`src/rtl/dmem_arbiter.sv`:
```
// rtl/dmem_arbiter.sv - two-port round-robin arbiter/sequencer for the word-addressed data memory
module dmem_arbiter #(
    parameter int MEM_WORDS = 4096,
    parameter int IDX_W     = 12
) (
    input  logic        clk,
    input  logic        rst,
    input  logic [1:0]  req_valid,
    output logic [1:0]  req_ready,
    input  logic        req_we0,
    input  logic [31:0] req_addr0,
    input  logic [31:0] req_wdata0,
    input  logic        req_we1,
    input  logic [31:0] req_addr1,
    input  logic [31:0] req_wdata1,
    output logic [1:0]  rsp_valid,
    output logic [31:0] rsp_rdata,
    output logic        rsp_err,
    output logic [31:0] mem_addr,
    output logic [31:0] mem_wdata,
    output logic        mem_we,
    input  logic [31:0] mem_rdata
);

    typedef enum logic [1:0] {
        IDLE   = 2'd0,
        ACCESS = 2'd1,
        RESP   = 2'd2
    } state_t;

    // First illegal byte address; kept 33 bits wide so the compare never wraps.
    localparam logic [32:0] LIMIT = 33'(4 * MEM_WORDS);

    state_t      state;
    logic        last_grant;
    logic [31:0] lat_addr;
    logic [31:0] lat_wdata;
    logic        lat_we;
    logic        lat_port;
    logic        lat_err;

    logic [1:0]  grant;
    logic [1:0]  hs_bits;
    logic        hs_port;
    logic        sel_we;
    logic [31:0] sel_addr;
    logic [31:0] sel_wdata;
    logic        sel_err;

    // Grant selection: only in IDLE; on a tie the port that did not win last time goes.
    always_comb begin
        grant = 2'b00;
        if (state == IDLE && !rst) begin
            if (req_valid == 2'b11) begin
                grant = last_grant ? 2'b01 : 2'b10;
            end else begin
                grant = req_valid;
            end
        end
    end

    assign req_ready = grant;
    assign hs_bits   = req_valid & grant;
    assign hs_port   = hs_bits[1];
    assign sel_we    = hs_port ? req_we1    : req_we0;
    assign sel_addr  = hs_port ? req_addr1  : req_addr0;
    assign sel_wdata = hs_port ? req_wdata1 : req_wdata0;

    // Upper-bit check and range compare together reject anything that would alias.
    assign sel_err = (sel_addr[1:0] != 2'b00)
                   | (|sel_addr[31:IDX_W+2])
                   | ({1'b0, sel_addr} >= LIMIT);

    // Memory strobe is combinational so a reset arriving in ACCESS kills the write that cycle.
    assign mem_we    = (state == ACCESS) & lat_we & ~lat_err & ~rst;
    assign mem_addr  = lat_addr;
    assign mem_wdata = lat_wdata;

    // Sequencer: latch on handshake, access memory for one cycle, respond for one cycle.
    always_ff @(posedge clk) begin
        if (rst) begin
            state      <= IDLE;
            last_grant <= 1'b1;
            lat_addr   <= '0;
            lat_wdata  <= '0;
            lat_we     <= 1'b0;
            lat_port   <= 1'b0;
            lat_err    <= 1'b0;
            rsp_valid  <= 2'b00;
            rsp_rdata  <= '0;
            rsp_err    <= 1'b0;
        end else begin
            rsp_valid <= 2'b00;
            case (state)
                IDLE: begin
                    if (|hs_bits) begin
                        lat_addr   <= sel_addr;
                        lat_wdata  <= sel_wdata;
                        lat_we     <= sel_we;
                        lat_port   <= hs_port;
                        lat_err    <= sel_err;
                        last_grant <= hs_port;
                        state      <= ACCESS;
                    end
                end
                ACCESS: begin
                    rsp_rdata <= (lat_we | lat_err) ? 32'h0 : mem_rdata;
                    rsp_err   <= lat_err;
                    rsp_valid <= lat_port ? 2'b10 : 2'b01;
                    state     <= RESP;
                end
                RESP: begin
                    state <= IDLE;
                end
                default: begin
                    state <= IDLE;
                end
            endcase
        end
    end

endmodule

```
`config.mk`:
```
export PLATFORM = sky130hd
export DESIGN_NAME = dmem_arbiter
export DESIGN_NICKNAME = d
export VERILOG_FILES = /design/src/rtl/dmem_arbiter.sv
export SDC_FILE = /design/constraint.sdc
export NUM_CORES = 1
export LEC_CHECK = 0
export ABC_AREA = 1
export ABC_CLOCK_PERIOD_IN_PS = 1700
export CAP_MARGIN = 20
export CORE_MARGIN = 2
export CORE_UTILIZATION = 37
export CTS_CLUSTER_SIZE = 40
export DETAILED_ROUTE_END_ITERATION = 6
export GPL_TIMING_DRIVEN = 0
export PLACE_DENSITY = 0.91
export SLEW_MARGIN = 25
export SYNTH_ARGS = -nofsm -noshare
export SYNTH_HDL_FRONTEND = slang
export SYNTH_SLANG_ARGS = --single-unit
```
`constraint.sdc`:
```
create_clock -name clk -period 1.7 [get_ports clk]
set_clock_uncertainty 0.05 [all_clocks]
set_input_delay 0.17 -clock clk [delete_from_list [all_inputs] [get_ports clk]]
set_output_delay 0.17 -clock clk [all_outputs]
set_load 0.005 [all_outputs]
```
==> run_results.csv <==
group,metric,value,unit
floorplan,start_util,37.8,%
sta,fmax,563,MHz
grt,grt-ovfl-total,0,
sta,min_period,1.78,ns
placement,place_hpwl,12200,microns
detailed_routing,drcViolationCount,0,
sta,min_period_over_period,105,%
sta,tns,-0.0774,ns
job,max-cap-violations,0,
grt,gr-usage-all-layers,25.7,%
cells_and_area,multiInputGateArea,0.00205,sq mm
detailed_routing,wl_per_cell,16.3,microns
worst_setup_path,path_max_fanout,10,
synthesis,syn_area_per_cell,7.46,sq um
clock_network,cts_tree,"yes",
floorplan,die_area,0.0125,sq mm
floorplan,io_pins,268,
sta,final_max_slew_viol_count,0,
cells_and_area,antenna_cells,0,
pwr,p_leak,3.20,nW
synthesis,ys_warn_count,0,
synthesis,ys_ff_latch,105,
synthesis,synth_cells,579,
cells_and_area,seqCellArea,0.00210,sq mm
clock_network,clk_latency,0.34,ns
clock_network,cts_made_buffers,9,
clock_network,path_clk_slew,0.07,ns
synthesis,yosysTopAreaCellShare,48.7,%
worst_setup_path,critical_path_required,1.89,ns
floorplan,fp-row-count,39,
detailed_routing,wirelength,16700,microns
outcome,outcome,"finished with violations",
synthesis,synth_top_area_cell,"dfxtp_1",
sta,setup_ws,-0.0774,ns
sta,final-hold-violation-count,0,
placement,portBuffers,267,
cells_and_area,design_area,0.00795,sq mm
synthesis,ys_seq_area_share,48.7,%
sta,rsz0062_at_grt,"yes",
floorplan,core-area,0.0114,sq mm
grt,grt_max_degree,18,
cells_and_area,drive_gt1_share,12.0,%
worst_setup_path,crit_type,"input port to flop",
synthesis,synth_fp_nets,745,
clock_network,cts_hold_buf,0,
synthesis,synth_cell_types,23,
detailed_routing,routed-via-count,5282,
clock_network,clk_path_buf_depth,2,
pwr,ir_drop,0.000556,V
detailed_routing,antenna_left,0,
placement,placed_area,0.00717,sq mm
detailed_routing,drt_iter0_markers,317,
grt,grt_first_pass_wirelength,26000,microns
detailed_routing,dr.pass1.iters,5,
clock_network,cts_sinks,105,
clock_network,htree_levels,3,
synthesis,synth_area,0.00432,sq mm
cells_and_area,fillCellCount,902,
sta,setup_viol,1,
worst_setup_path,critPathLaunchType,"input port",
floorplan,die_h,112,microns
detailed_routing,avgViaCountPerCell,5.16,
clock_network,root_buffer,"clkbuf_16",
sta,worst_pin_slew,0.464,ns
cells_and_area,fin_nets,1042,
worst_hold_path,hold_path.class,"input port to flop",
outcome,failed_checks,"setup timing",
sta,max_slew_margin,69.1,%
worst_setup_path,endpoint_kind,"flop",
worst_setup_path,crit_arrival,1.97,ns
grt,grt_pass1_vias,5189,
pwr,power_density,951,mW/mm^2
placement,routabilityCongestion,0.824,
cells_and_area,syn_to_final_growth,84.1,%
floorplan,die_w,112,microns
synthesis,synth_area_leaders,"dfxtp_1 49%, nand2_1 12%, o21ai_0 11%",
grt,antenna_found_initial,0,
report_power, final:
part | switching, mW | total, mW | internal (mW)
clock network | 0.947 | 2.69 | 1.74
registers | 0.142 | 2.88 | 2.74
logic | 0.850 | 1.99 | 1.14
layout make-up:
class / instances / area share (%)
repair buffers: 288 / 36.2
clock inverters: 7 / 2.06
inverters: 15 / 0.913
well taps: 143 / 2.25
flip-flops and latches: 105 / 26.5
clock buffers: 9 / 2.83
plain buffers: 45 / 3.49
multi-input cells: 412 / 25.7
cells in the final DEF (no fill, tap or decap), types with 4 or more instances in the layout:
| cell type | count |
|---|---|
| nand2_4 | 4 |
| nand2_1 | 125 |
| buf_4 | 20 |
| nor2_2 | 5 |
| buf_8 | 5 |
| nor2_1 | 42 |
| clkbuf_4 | 6 |
| bufinv_16 | 5 |
| nand2_2 | 13 |
| a21oi_1 | 36 |
| clkdlybuf4s50_1 | 263 |
| buf_2 | 11 |
| o21ai_0 | 95 |
| clkbuf_16 | 10 |
| a31oi_1 | 61 |
| nand3_1 | 15 |
| nand3_2 | 4 |
| clkbuf_1 | 18 |
| inv_1 | 9 |
| dfxtp_1 | 103 |
through the flow:
| stage | hold WS (ns) | util (%) | setup WS, ns | cells | total power, mW |
|---|---|---|---|---|---|
| floorplan | 0.189 | - | 0.208 | 579 | 3.59 |
| global placement | 0.351 | 62.8 | -0.732 | 989 | 4.71 |
| detailed placement | 0.357 | 62.8 | -0.737 | 989 | 4.74 |
| CTS | 0.310 | 68.6 | -0.0454 | 1019 | 7.53 |
| global route | 0.350 | 69.6 | -0.194 | 1024 | 7.90 |
| finish | 0.323 | 69.6 | -0.0774 | 1024 | 7.56 |
cell usage after synthesis:
cell,instances
o211a_1,1
inv_2,1
o211ai_1,1
o21ai_0,95
inv_1,12
dfxtp_1,105
nor2_4,1
buf_2,20
buf_4,4
nand3_1,19
clkinv_1,2
nand2_2,1
a21oi_1,36
o21ai_1,3
nand2_1,140
a21oi_4,1
o31ai_1,1
nor2_1,49
clkbuf_1,22
buf_1,1
nand2_4,1
nand3b_1,2
a31oi_1,61
critical path, cell delays in order:
cell and delay (ns):
clkdlybuf4s50_1 0.55, a21oi_4 0.09, buf_4 0.17, clkbuf_4 0.20, nand3_1 0.15, nand2_1 0.11, nor2_2 0.14, nand2_1 0.07
nor2_2 0.13, nand3_2 0.10, nand2_1 0.06, inv_1 0.03
flip-flops by register name, summed over array words and instances, names as in the netlist:
name        count
rsp_rdata      32
lat_we          1
lat_err         1
mem_addr       32
state           2
mem_wdata      32
lat_port        1
rsp_err         1
last_grant      1
rsp_valid       2
cells by family after synthesis:
logic type	share of synthesized area, %
AND/OR/NAND/NOR	19.7
AO/OA/AOI/OAI	25.3
buffers and inverters	6.32
flip-flops	48.7
routing by layer:
layer	GRT usage, %	up-vias	routed length, microns
met2	44.6	239	8290
met4	10.5	0	548
met5	0	-	0
met1	30.8	2425	6690
met3	5.94	45	1210
li1	-	2573	-
timing repair:
| action | 4_1_cts | 5_1_grt |
|---|---|---|
| gates resized for setup | 55 | 33 |
| endpoints found under the setup margin | 101 | 73 |
| gates cloned | 1 | 1 |
| buffers inserted | 14 | 5 |
| pin swaps | 10 | 17 |
final timing paths:
check                        startpoint                 endpoint  slack [ns]  cells past startpoint
hold / removal                      rst     rsp_err$_SDFFE_PP0N_        0.32                      2
setup / recovery           req_valid[0]     lat_err$_SDFFE_PP0P_       -0.08                     12
setup reg to reg  state[0]$_SDFFE_PP0P_     lat_err$_SDFFE_PP0P_       -0.07                     14
hold reg to reg   lat_port$_SDFFE_PP0P_  rsp_valid[0]$_SDFF_PP0_        0.36                      1
Note: power is estimated with default switching activity, not from simulation.
